[src/rtl/uart_pkg.sv]
// Shared UART definitions: parity modes, line FSM state encoding and bit-timing helpers.
// Also intended for the receiver side.
package uart_pkg;

    localparam int PAR_NONE = 0;
    localparam int PAR_ODD  = 1;
    localparam int PAR_EVEN = 2;

    typedef enum logic [2:0] {
        ST_IDLE,
        ST_START,
        ST_DATA,
        ST_PARITY,
        ST_STOP
    } uart_state_e;

    // Rounded division so the bit period is as close as possible to the nominal baud.
    function automatic int clks_per_bit(input int clk_freq_hz, input int baud_rate);
        return (clk_freq_hz + baud_rate / 2) / baud_rate;
    endfunction

    function automatic logic parity_bit(input logic [8:0] data, input int unsigned nbits,
                                        input int mode);
        logic ones;
        ones = 1'b0;
        for (int unsigned i = 0; i < nbits; i++) begin
            ones ^= data[i];
        end
        return (mode == PAR_ODD) ? ~ones : ones;
    endfunction

endpackage

[src/rtl/sync_fifo.sv]
// Single-clock FIFO with show-ahead read data; DEPTH must be a power of two.
module sync_fifo #(
    parameter int WIDTH = 8,
    parameter int DEPTH = 4
) (
    input  logic                   clk,
    input  logic                   rst_n,
    input  logic                   push,
    input  logic [WIDTH-1:0]       din,
    input  logic                   pop,
    output logic [WIDTH-1:0]       dout,
    output logic                   full,
    output logic                   empty,
    output logic [$clog2(DEPTH):0] level
);

    localparam int AW = $clog2(DEPTH);
    localparam int LW = AW + 1;
    localparam logic [AW:0] LEVEL_FULL = LW'(DEPTH);

    logic [WIDTH-1:0] mem [DEPTH];
    logic [AW-1:0]    wr_ptr;
    logic [AW-1:0]    rd_ptr;
    logic             do_push;
    logic             do_pop;

    always_comb begin
        do_push = push && !full;
        do_pop  = pop && !empty;
    end

    assign full  = (level == LEVEL_FULL);
    assign empty = (level == '0);
    assign dout  = mem[rd_ptr];

    always_ff @(posedge clk) begin
        if (do_push) begin
            mem[wr_ptr] <= din;
        end
    end

    // Pointers wrap naturally at the power-of-two depth; level disambiguates full/empty.
    always_ff @(posedge clk or negedge rst_n) begin
        if (!rst_n) begin
            wr_ptr <= '0;
            rd_ptr <= '0;
            level  <= '0;
        end else begin
            if (do_push) begin
                wr_ptr <= wr_ptr + 1'b1;
            end
            if (do_pop) begin
                rd_ptr <= rd_ptr + 1'b1;
            end
            case ({do_push, do_pop})
                2'b10:   level <= level + 1'b1;
                2'b01:   level <= level - 1'b1;
                default: level <= level;
            endcase
        end
    end

endmodule

[src/rtl/uart_tx_fifo.sv]
// Buffered UART transmitter: frames queued payloads back-to-back onto serial_tx.
// Frame = start, DATA_BITS LSB first, optional parity, STOP stop bits.
module uart_tx_fifo
    import uart_pkg::*;
#(
    parameter int CLK_FREQ_HZ = 33330000,
    parameter int BAUD_RATE   = 115200,
    parameter int DATA_BITS   = 8,
    parameter int PARITY      = 0,
    parameter int STOP        = 1,
    parameter int FIFO_DEPTH  = 4
) (
    input  logic                          clk,
    input  logic                          rst_n,
    input  logic [DATA_BITS-1:0]          tx_byte,
    input  logic                          send_byte,
    output logic                          tx_ready,
    output logic                          serial_tx,
    output logic                          byte_sent,
    output logic                          busy,
    output logic [$clog2(FIFO_DEPTH):0]   fifo_level
);

    localparam int CPB = clks_per_bit(CLK_FREQ_HZ, BAUD_RATE);
    localparam int CW  = $clog2(CPB + 1);
    localparam logic [CW-1:0] BIT_LAST  = CW'(CPB - 1);
    localparam logic [3:0]    DATA_LAST = 4'(DATA_BITS - 1);
    localparam logic [3:0]    STOP_LAST = 4'(STOP - 1);

    uart_state_e          state;
    logic [CW-1:0]        baud_cnt;
    logic [3:0]           bit_cnt;
    logic [DATA_BITS-1:0] shift_reg;
    logic                 par_bit;

    logic [DATA_BITS-1:0] fifo_dout;
    logic                 fifo_full;
    logic                 fifo_empty;
    logic                 pop;
    logic                 next_par;
    logic                 bit_end;
    logic                 last_data;
    logic                 last_stop;

    sync_fifo #(
        .WIDTH (DATA_BITS),
        .DEPTH (FIFO_DEPTH)
    ) u_fifo (
        .clk   (clk),
        .rst_n (rst_n),
        .push  (send_byte),
        .din   (tx_byte),
        .pop   (pop),
        .dout  (fifo_dout),
        .full  (fifo_full),
        .empty (fifo_empty),
        .level (fifo_level)
    );

    assign tx_ready = !fifo_full;

    always_comb begin
        bit_end   = (baud_cnt == BIT_LAST);
        last_data = (bit_cnt == DATA_LAST);
        last_stop = (bit_cnt == STOP_LAST);
        next_par  = parity_bit(9'(fifo_dout), DATA_BITS, PARITY);
        pop       = 1'b0;
        if (!fifo_empty) begin
            if (state == ST_IDLE) begin
                pop = 1'b1;
            end else if (state == ST_STOP && bit_end && last_stop) begin
                pop = 1'b1;
            end
        end
    end

    always_ff @(posedge clk or negedge rst_n) begin
        if (!rst_n) begin
            state     <= ST_IDLE;
            baud_cnt  <= '0;
            bit_cnt   <= '0;
            shift_reg <= '0;
            par_bit   <= 1'b0;
            serial_tx <= 1'b1;
            busy      <= 1'b0;
            byte_sent <= 1'b0;
        end else begin
            // Line outputs are registered from the current state, so they trail the
            // FSM by one cycle; every bit still lasts exactly CPB cycles.
            busy      <= (state != ST_IDLE);
            byte_sent <= (state == ST_STOP) && bit_end && last_stop;
            case (state)
                ST_START:  serial_tx <= 1'b0;
                ST_DATA:   serial_tx <= shift_reg[0];
                ST_PARITY: serial_tx <= par_bit;
                default:   serial_tx <= 1'b1;
            endcase

            if (state == ST_IDLE || bit_end) begin
                baud_cnt <= '0;
            end else begin
                baud_cnt <= baud_cnt + 1'b1;
            end

            if (pop) begin
                shift_reg <= fifo_dout;
                par_bit   <= next_par;
            end

            case (state)
                ST_IDLE: begin
                    bit_cnt <= '0;
                    if (pop) begin
                        state <= ST_START;
                    end
                end
                ST_START: begin
                    if (bit_end) begin
                        state <= ST_DATA;
                    end
                end
                ST_DATA: begin
                    if (bit_end) begin
                        shift_reg <= shift_reg >> 1;
                        if (last_data) begin
                            bit_cnt <= '0;
                            state   <= (PARITY != PAR_NONE) ? ST_PARITY : ST_STOP;
                        end else begin
                            bit_cnt <= bit_cnt + 1'b1;
                        end
                    end
                end
                ST_PARITY: begin
                    if (bit_end) begin
                        state <= ST_STOP;
                    end
                end
                ST_STOP: begin
                    if (bit_end) begin
                        if (last_stop) begin
                            bit_cnt <= '0;
                            state   <= pop ? ST_START : ST_IDLE;
                        end else begin
                            bit_cnt <= bit_cnt + 1'b1;
                        end
                    end
                end
                default: state <= ST_IDLE;
            endcase
        end
    end

endmodule

[config.mk]
export PLATFORM = sky130hd
export DESIGN_NAME = uart_tx_fifo
export DESIGN_NICKNAME = d
export VERILOG_FILES = /design/src/rtl/uart_pkg.sv /design/src/rtl/sync_fifo.sv /design/src/rtl/uart_tx_fifo.sv
export SDC_FILE = /design/constraint.sdc
export NUM_CORES = 1
export LEC_CHECK = 0
export CORE_MARGIN = 2
export CORE_UTILIZATION = 49
export CTS_CLUSTER_DIAMETER = 60
export DETAILED_ROUTE_END_ITERATION = 12
export GPL_ROUTABILITY_DRIVEN = 1
export MAX_ROUTING_LAYER = met4
export PLACE_DENSITY = 0.68
export SLEW_MARGIN = 20
export SYNTH_ARGS = -nofsm -noshare
export SYNTH_HDL_FRONTEND = slang
export SYNTH_SLANG_ARGS = --single-unit
[constraint.sdc]
create_clock -name clk -period 3 [get_ports clk]
set_input_delay 0.45 -clock clk [delete_from_list [all_inputs] [get_ports clk]]
set_output_delay 0.45 -clock clk [all_outputs]
set_load 0.005 [all_outputs]
==> metrics.txt, run 1 <==
top cell type's share of synthesized area=0.313; post-CTS sizing=0; status=finished clean; Initial Util=0.513; die height=83.2 um; vias per inst=about 5.4; maximum vdd ir drop=about 600 uV; vias in the first global route=1745; Worst slew margin=0.579; nets=272; Setup-failing EPs final=0; Post-synth EDFFs=32; Worst setup EP type=flop; Congestion Overflow GR=0; first-pass GRT wire length=8760 um; CP most frequent cell=ha_1; CP delay by family, top=adder cells; row count=28; first drt pass iteration count=4; clock latency on the worst-skew pair=~350 ps; max reg flops=32; RSZ-0062 raised after global routing=false; cell area after synthesis=a little over 3000 sq um; most numerous cell in the Yosys netlist=dfrtp_1; synth cell count leaders=34 x dfrtp_1, 32 x edfxtp_1, 23 x nor2_1; crit-path cells=inv_1, ha_1, nor3b_1, a31oi_2, nor4_4, ha_1, fa_1, mux2_2; crit path max fanout=5; Mean Syn Cell Area=13.4 sq um; Buffers on Ports=17; most common flop cell mapped by yosys=dfrtp_1; Hold Slack=488 ps; Lkg Pwr=1.33 nW; Final Skew=5.25 ps; register area share after synthesis=0.598; CP peak stage delay=420 ps; Setup CP Type=flop to flop; initial antenna violation count=0; Hold/Removal Path Class=flop to flop; clock root buffer=clkbuf_8; flop2flop setup slack=640 ps; Clock Pin Slew Worst Setup and Hold Paths=70 ps; Ports=18; post-synthesis net count=251; via count=between 1500 and 2000; cts hold-fix bufs=0; Synth cell types=45; Syn. warnings=0; WP data required=roughly 3200 ps; largest net degree at the start of global routing=36; Fin. Hold Viols=0; DIE AREA=6920 sq um; layout cells sized above 1=0.137; period utilization=0.787; Final min period=2360 ps; Core ar.=5990 sq um; number of max-cap violations=0; Detailed Route Iter0 Violations=92; FMAX=424 MHz; Total GRT Usage=0.170; crit path launch type=flop; GP Congestion=just over 0.8; Post-CTS Setup Inserts=0; Power Density=908 nW/um^2; CTS buffer count=9; biggest area consumer among synthesized cells=edfxtp_1; Post-DP HPWL=3320 um; Post-synth ARST share=0.522; Die X=83.2 um; Critical Path Slowest Stage Cell=dfrtp_1; Setup TNS Final=0 ps; post-synthesis cell count=230; Max Root-Sink Buffers=2; CP Buf/Inv Count=1; Layout area overhead=14.0%; top cells by area, synth=edfxtp_1 31%, dfrtp_1 28%, mux4_2 5.9%; Post-Route WL=5110 um; CTS H-Tree Depth=3; routed len/inst=15.4 um; CTS tree=yes; Sink Count=67; worst path arrival time=roughly 2600 ps; ANT cells=0; DRT antenna net count=0; Worst Tran Pin Value=between 600 and 700 ps; # DRC=0; Slew Limit Fails=0; #FFs+latches synth=67
layer usage:
layer	GRT usage	up-vias	routed length (um)
met5	-	-	0
met4	0.0581	0	82
met3	0.0567	9	198
met2	0.228	28	2220
met1	0.245	899	2610
li1	-	867	-
cells by family after synthesis:
| family | count (synthesis) | share of synthesized area |
|---|---|---|
| compound gates | 27 | 0.0570 |
| xor+xnor | 20 | 0.0570 |
| fa+ha+maj | 11 | 0.0464 |
| buf+inv | 20 | 0.0297 |
| flops | 67 | 0.598 |
| mux | 17 | 0.0884 |
| simple gates | 68 | 0.123 |
cells in the final DEF (no fill, tap or decap), types with 8 or more instances in the layout:
cell type / n
a21oi_1: 11
ha_1: 9
xnor2_1: 15
nor2_1: 23
inv_1: 11
clkbuf_8: 9
mux2i_1: 8
mux4_2: 8
edfxtp_1: 32
nand2_1: 12
dfrtp_1: 34
clkdlybuf4s50_1: 17
layout make-up:
type,instances,area (sq um)
clock inverter,7,76.3
clock buffer,9,124
tap,75,93.8
sequential,67,1840
multi-input combinational,143,1140
timing repair buffer,19,185
fill,486,2490
inverter,11,41.3
final timing paths:
check / from / end / cells past startpoint
min in group asynchronous: rst_n / baud_cnt[5]$_DFF_PN0_ / 2
max: bit_cnt[0]$_DFFE_PN0P_ / u_fifo.level[1]$_DFFE_PN0P_ / 8
max in group asynchronous: rst_n / serial_tx$_DFF_PN1_ / 2
max reg2reg: bit_cnt[0]$_DFFE_PN0P_ / u_fifo.level[1]$_DFFE_PN0P_ / 8
min reg2reg: baud_cnt[0]$_DFF_PN0_ / baud_cnt[0]$_DFF_PN0_ / 1
min: baud_cnt[0]$_DFF_PN0_ / baud_cnt[0]$_DFF_PN0_ / 1
metrics by stage:
stage	cell area, sq um	worst slack (ps)	std cells	util	total power [W]
global route	3500	451	331	0.584	0.00340
global placement	3300	663	315	0.551	0.00243
detailed placement	3300	645	315	0.551	0.00245
CTS	3500	627	331	0.584	0.00322
finish	3500	640	331	0.584	0.00318
floorplan	3070	452	230	-	0.00217
where the power goes:
group	switching (W)	internal (W)
Sequential	0.000233	0.00122
Combinational	0.000431	0.000535
Clock	0.000368	0.000389
Total	0.00103	0.00215
No activity file was read; power rests on OpenSTA's default activity.
==> inputs of run 2 (changes only) <==
PLACE_DENSITY = 0.7   (was 0.68)
clock period = 2.05 ns   (was 3 ns; I/O delays follow)
==> metrics.txt, run 2 (synthesis results as in run 1) <==
Detailed Route Iter0 Violations=104; CTS buffer count=9; first drt pass iteration count=4; clock root buffer=clkbuf_8; Sink Count=67; period utilization=1.12; initial antenna violation count=0; Core ar.=5990 sq um; GP Congestion=roughly 0.79; GR met1 Demand/Resource=0.241; worst path arrival time=2530 ps; placed cells=~340; largest net degree at the start of global routing=36; routed len/inst=15.2 um; cts hold-fix bufs=0; FMAX=435 MHz; met3 Use GR=0.0487; commonest non-fill, non-tap cell in the layout=dfrtp_1; row count=28; maximum vdd ir drop=826 uV; first-pass GRT wire length=9250 um; Setup-failing EPs final=9; vias in the first global route=1871; DRT antenna net count=0; failing checks=setup timing; Clock Pin Slew Worst Setup and Hold Paths=70 ps; total power=between 0.005 and 0.006 W; Worst Tran Pin Value=448 ps; Worst slew margin=0.701; crit path max fanout=2; Congestion Overflow GR=0; switching share of power=0.300; Final Skew=about 6.3 ps; RSZ-0062 raised after global routing=true; pre-CTS setup slack=-220 ps; status=complete, but fails checks; CTS tree=yes; crit path launch type=flop; Setup CP Type=flop to flop; Layout area overhead=24.3%; worst setup margin=-249 ps; Initial Util=0.513; Final Cell Area=approximately 3800 sq um; met2 usage=0.264; Buffers on Ports=17; vias per inst=5.26; Lkg Pwr=1.50 nW; CTS H-Tree Depth=3; Worst setup EP type=flop; Post-DP HPWL=between 3000 and 4000 um; Layout Cells excl Fill=360; WP data required=2280 ps; Final min period=2300 ps; Post-Route WL=5460 um; Ports=18; Slew Limit Fails=0; die height=83.2 um; Die X=83.2 um; number of max-cap violations=0; DP Area=around 3500 sq um; Gate power share=0.343; GR peak layer=met2; ANT cells=0; Hold/Removal Path Class=input pin to async pin; nets=~300; Pint=0.00356 W; Fin. Hold Viols=0; sequential share of power=0.397; Power Density=1330 nW/um^2; max reg flops=32; sw power=0.00152 W; Total GRT Usage=0.180; via count=around 1900; Clk pwr share=0.260; # DRC=0; DIE AREA=6920 sq um; Max Root-Sink Buffers=2; layout cells sized above 1=0.242; clock latency on the worst-skew pair=340 ps; most frequent cells in the layout=34 x dfrtp_1, 32 x edfxtp_1, 30 x buf_4, 23 x nor2_1, 17 x clkdlybuf4s50_1
[run 2: changes by cell type in the layout (fill, tap and decap cells not counted), sizes merged]
cell	delta
buf	+29
bufinv	+2
clkbuf	+1
clkinv	-2
inv	-1
[run 2: final timing paths]
| check | from | to | slack, ps | cells after the start |
|---|---|---|---|---|
| max in group asynchronous | rst_n | serial_tx$_DFF_PN1_ | 1330 | 2 |
| min in group clk | shift_reg[7]$_DFF_PN0_ | shift_reg[7]$_DFF_PN0_ | 530 | 2 |
| min | rst_n | bit_cnt[2]$_DFFE_PN0P_ | 380 | 2 |
| max | bit_cnt[1]$_DFFE_PN0P_ | u_fifo.level[1]$_DFFE_PN0P_ | -250 | 8 |
| min reg2reg | shift_reg[7]$_DFF_PN0_ | shift_reg[7]$_DFF_PN0_ | 530 | 2 |
| max reg2reg | bit_cnt[1]$_DFFE_PN0P_ | u_fifo.level[1]$_DFFE_PN0P_ | -250 | 8 |
[run 2: critical path, cell delays in order (launching register included)]
cell and delay, ps:
dfrtp_1 370, inv_1 100, ha_4 140, nor3b_4 230, a31oi_4 130, nor4_4 390
ha_4 190, fa_1 370, mux2_2 260
[run 2: metrics by stage]
stage	utilization	setup TNS [ps]	hold WS (ps)
6_report	0.637	-665	380
2_1_floorplan	-	-699	11.9
3_5_place_dp	0.586	-295	516
5_1_grt	0.637	-1630	432
4_1_cts	0.631	-382	393
3_3_place_gp	0.586	-186	508
[run 2: power groups by stage]
stage / Clock (W) / Combinational [W] / Sequential, W
CTS: 0.00135 / 0.00176 / 0.00202
finish: 0.00132 / 0.00174 / 0.00202
detailed placement: 0 / 0.00174 / 0.00205
floorplan: 0 / 0.00121 / 0.00199
global placement: 0 / 0.00169 / 0.00203
global route: 0.00141 / 0.00194 / 0.00206
[run 2: final cells by class]
type	instances	area, sq um
Clock buffer	10	128
Clock inverter	6	114
Fill cell	451	2170
Inverter	11	41.3
Multi-Input combinational cell	143	1190
Sequential cell	67	1840
Tap cell	75	93.8
Timing Repair Buffer	48	415
[run 2: metal layers]
metal / part of all wire / routed length, um
met1: 0.47 / 2550
met4: 0.015 / 80
met2: 0.48 / 2620
met3: 0.039 / 211
met5: 0 / 0
[run 2: what timing repair did]
item / CTS / global route
setup endpoints to repair: 8 / 11
buffers inserted: 3 / 4
resized for setup: 2 / 5
endpoints found under the hold margin: 0 / 0
pin swaps: 0 / 5
==> edit 1 (settings of run 1) <==
`PARITY`: 0 -> 1.
--- a/src/rtl/uart_tx_fifo.sv
+++ b/src/rtl/uart_tx_fifo.sv
@@ -7,5 +7,5 @@
     parameter int BAUD_RATE   = 115200,
     parameter int DATA_BITS   = 8,
-    parameter int PARITY      = 0,
+    parameter int PARITY      = 1,
     parameter int STOP        = 1,
     parameter int FIFO_DEPTH  = 4
Function: same outputs for any inputs over 10 cycles, from zero or initial values and one cycle with rst_n low; that may be too few to reach the edited logic, so the function may still have changed.
==> edit 1 against run 1 <==
  * Sequential cell count is the same
  * Wire length shrank 0.70%
  * Design area grew 0.39%
  * Area after synthesis grew 0.49%
  * Power grew 4.3%
  * Core utilization grew 0.23 points
  * Non-clock buffer count is the same
  * Critical path depth grew 3
  * Global-route usage shrank 0.43 points
  * First-iteration DRC count grew 54%
  * Worst setup slack lost 240 ps
  * Maximum frequency shrank 9.2%
  * Largest power group unchanged
==> edit 1: results (changes against run 1) <==
| Metric | Value |
|---|---|
| Outcome | complete, no violations (unchanged) |
| Start point of the worst hold path | par_bit$_DFFE_PN0N_ (was baud_cnt[0]$_DFF_PN0_) |
| Post-synth cell types | 47 (was 45) |
| Mux share of post-synthesis cell area | 0.06567 (was 0.08839) |
| Pin count of the biggest net entering global routing | 36 (unchanged) |
| R2R Setup Slk | 400 ps (was 640 ps) |
| GR Util All Layers | 0.1659 (was 0.1702) |
| Critical Path Fanout Max | 10 (was 5) |
| Most frequent cells after synthesis | dfrtp_1 (34), edfxtp_1 (32), nand2_1 (25) (was dfrtp_1 (34), edfxtp_1 (32), nor2_1 (23)) |
| Cells after DPL | 325 (was 315) |
| Syn Area/Cell | 12.92 µm² (was 13.36 µm²) |
| Slew Limit Headroom | 0.6051 (was 0.5790) |
| Clock Skews | 7.819 ps (was 5.255 ps) |
| Detailed Route Iter0 Violations | 142 (was 92) |
| Hold slack | 495.5 ps (was 487.7 ps) |
| Post-DR vias/cell | 5.299 (was 5.447) |
| Seq/Total Area, Yosys | 0.5955 (was 0.5984) |
| Reg-to-reg startpoint | baud_cnt[0]$_DFF_PN0_ (was bit_cnt[0]$_DFFE_PN0P_) |
| Compound-Gate Fraction of Synth Area | 0.06931 (was 0.05703) |
| First-pass GRT wire length | 8.735 mm (was 8.763 mm) |
| Drt wl/cell | 14.88 µm (was 15.44 µm) |
| Peak supply drop | 0.0004508 V (was 0.0006179 V) |
| Routed WL | 5.075 mm (was 5.111 mm) |
| Share of cells above drive strength 1 | 0.1391 (was 0.1367) |
| XOR/XNOR Fraction of Synth Area | 0.05959 (was 0.05703) |
| Drt first pass iters | 6 (was 4) |
| FF-to-FF End | u_fifo.level[2]$_DFFE_PN0P_ (was u_fifo.level[1]$_DFFE_PN0P_) |
| Hold EP | par_bit$_DFFE_PN0N_ (was baud_cnt[0]$_DFF_PN0_) |
| Final Wtd Congestion | 0.7402 (was 0.8157) |
| CP arrival | 2820 ps (was 2590 ps) |
| Detailed placement HPWL | 3.493 mm (was 3.322 mm) |
| Vias in the first global route | 1,790 (was 1,745) |
| Final #Nets | 282 (was 272) |
| Reg2Reg Depth | 11 (was 8) |
| Post-synthesis adder-cell area fraction | 0.04297 (was 0.04644) |
| Synth area leaders | edfxtp_1 (31%), dfrtp_1 (28%), mux4_2 (5.8%) (was edfxtp_1 (31%), dfrtp_1 (28%), mux4_2 (5.9%)) |
==> edit 1: cell types whose count changed after synthesis, sizes merged, moves of 6 or more <==
cell	before	now
a31oi	2	8
nand2	13	26
mux2i	8	0
a21oi	11	4
==> edit 1: worst max path at each step <==
stage	end	from	cells after the start
after detailed placement	u_fifo.level[2]$_DFFE_PN0P_	baud_cnt[0]$_DFF_PN0_	11
final	u_fifo.level[2]$_DFFE_PN0P_	baud_cnt[0]$_DFF_PN0_	11
after CTS	u_fifo.level[2]$_DFFE_PN0P_	baud_cnt[0]$_DFF_PN0_	11
after global placement	u_fifo.level[1]$_DFFE_PN0P_	bit_cnt[0]$_DFFE_PN0P_	9
after floorplan	u_fifo.level[2]$_DFFE_PN0P_	baud_cnt[0]$_DFF_PN0_	11
after global routing	u_fifo.level[1]$_DFFE_PN0P_	bit_cnt[0]$_DFFE_PN0P_	9
==> edit 1: cell type report <==
class	instances	area [µm²]
fill	476	2476
multi-input combinational	153	1156
sequential	67	1838
clock inverter	7	76.32
timing repair buffer	19	185.2
clock buffer	9	123.9
tap	75	93.84
inverter	11	41.29
==> edit 1: cell families after synthesis <==
kind of cell / after synthesis
buf+inv: 19
xor+xnor: 21
fa+ha+maj: 10
mux: 10
simple gates: 83
flops: 67
compound gates: 29
==> edit 1: routing by layer <==
layer,global-route usage,vias to the layer above,part of all wire,wire length (µm)
met1,0.2363,875,0.52,2642
met4,0.05216,0,0.010,51
li1,-,892,-,-
met5,-,-,0,0
met2,0.2280,34,0.43,2179
met3,0.05268,6,0.040,202
==> edit 1: report_power, final <==
group | total [W] | internal [W] | leakage [nW] | switching, W
sequential | 0.00143 | 0.00122 | 0.741 | 0.000207
clock | 0.000751 | 0.000388 | 0.0974 | 0.000364
combinational | 0.00114 | 0.000606 | 0.525 | 0.000532
total | 0.00332 | 0.00221 | 1.36 | 0.00110
==> edit 1: worst max-delay path: stages (launching register included) <==
cell and delay [ps]:
dfrtp_1 400, inv_1 70, ha_1 190, and4bb_1 250
a41oi_1 150, or2_1 140, clkinv_1 230, ha_1 310
fa_1 390, xnor2_1 160, nor2_1 60, xor2_1 130
==> edit 1: stage by stage <==
step           utilization  setup WS (ps)  area, µm²  total power [W]
3_5_place_dp        0.5533          392.7       3314         0.002602
4_1_cts             0.5867          356.6       3515         0.003357
3_3_place_gp        0.5533          456.3       3314         0.002576
6_report            0.5867          400.2       3515         0.003316
2_1_floorplan            -          604.5       3087         0.002305
5_1_grt             0.5867          87.19       3515         0.003556
==> edit 2 (settings of run 1) <==
Without the edit above. Encoding of `uart_state_e`: now one-hot (5 bits for 5 states).
--- a/src/rtl/uart_pkg.sv
+++ b/src/rtl/uart_pkg.sv
@@ -7,10 +7,10 @@
     localparam int PAR_EVEN = 2;
 
-    typedef enum logic [2:0] {
-        ST_IDLE,
-        ST_START,
-        ST_DATA,
-        ST_PARITY,
-        ST_STOP
+    typedef enum logic [4:0] {
+        ST_IDLE   = 5'b00001,
+        ST_START  = 5'b00010,
+        ST_DATA   = 5'b00100,
+        ST_PARITY = 5'b01000,
+        ST_STOP   = 5'b10000
     } uart_state_e;
 
Function: same outputs for any inputs over 10 cycles, from zero or initial values and one cycle with rst_n low; not proved beyond that.
==> edit 2 against run 1 <==
  * Worst setup slack worse by 120 ps
  * Critical path depth up 2
  * Wire length is 0.18% lower
  * Area after synthesis rose by 0.57%
  * Sequential share of layout area is 0.81 points lower
  * Design area up 1.6%
  * Sequential cell count stayed put
  * Via count is 1.9% higher
  * Power increased by 1.9%
  * Largest power group unchanged
==> edit 2: results (changes against run 1) <==
| Metric | Value |
|---|---|
| Post-synthesis net count | 253 (was 251) |
| Mux share of post-synthesis cell area | 0.06926 (was 0.08839) |
| Syn Area/Cell | 13.32 µm² (was 13.36 µm²) |
| Routed wl met2 | 2.464 mm (was 2.220 mm) |
| Worst Hold Class | in2async (was reg2reg) |
| Critical Path Fanout Max | 6 (was 5) |
| Final #Nets | 277 (was 272) |
| Clock Skews | 5.749 ps (was 5.255 ps) |
| Multi-In Gates | 147 (was 143) |
| Detailed placement HPWL | 3.565 mm (was 3.322 mm) |
| Cells after DPL | 320 (was 315) |
| Post-Place Setup Slack | 526.8 ps (was 645.1 ps) |
| Outcome | complete, no violations (unchanged) |
| Seq/Total Area, Yosys | 0.5954 (was 0.5984) |
| Peak supply drop | 0.0005003 V (was 0.0006179 V) |
| Layout Cells excl Fill | 336 (was 331) |
| First-pass GRT wire length | 8.845 mm (was 8.763 mm) |
| Post-synthesis adder-cell area fraction | 0.04293 (was 0.04644) |
| Clock network area share | 0.06294 (was 0.05718) |
| XOR/XNOR Fraction of Synth Area | 0.04253 (was 0.05703) |
| Worst Tran Pin Value | 771.8 ps (was 631.5 ps) |
| CP Capture Point | u_fifo.level[2]$_DFFE_PN0P_ (was u_fifo.level[1]$_DFFE_PN0P_) |
| Post-synth cell types | 48 (was 45) |
| Final Wtd Congestion | 0.8048 (was 0.8157) |
| FF+latch count | 67 (unchanged) |
| Compound-Gate Fraction of Synth Area | 0.07736 (was 0.05703) |
| Critical path origin | baud_cnt[0]$_DFF_PN0_ (was bit_cnt[0]$_DFFE_PN0P_) |
| Reg2Reg Depth | 10 (was 8) |
edit 2: routing by layer:
layer	GRT usage	vias to the layer above
met1	0.2190	898
li1	-	910
met4	0.07601	0
met2	0.2493	20
met5	-	-
met3	0.03579	9
edit 2: cell families (layout without fill, tap and decap cells):
| family | Yosys count | count (layout) |
|---|---|---|
| simple gates | 76 | 76 |
| fa+ha+maj | 10 | 10 |
| compound gates | 35 | 35 |
| buf+inv | 18 | 47 |
| flops | 67 | 67 |
| mux | 11 | 11 |
| xor+xnor | 15 | 15 |
edit 2: report_power, final:
group / leakage (nW) / switching, W / internal, W
logic: 0.571 / 0.000444 / 0.000498
registers: 0.737 / 0.000225 / 0.00123
clock network: 0.114 / 0.000369 / 0.000475
total: 1.42 / 0.00104 / 0.00220
edit 2: per-stage QoR:
step / area, µm² / total power (W)
2_1_floorplan: 3089 / 0.002133
3_3_place_gp: 3334 / 0.002404
3_5_place_dp: 3334 / 0.002435
4_1_cts: 3558 / 0.003286
5_1_grt: 3558 / 0.003463
6_report: 3558 / 0.003241
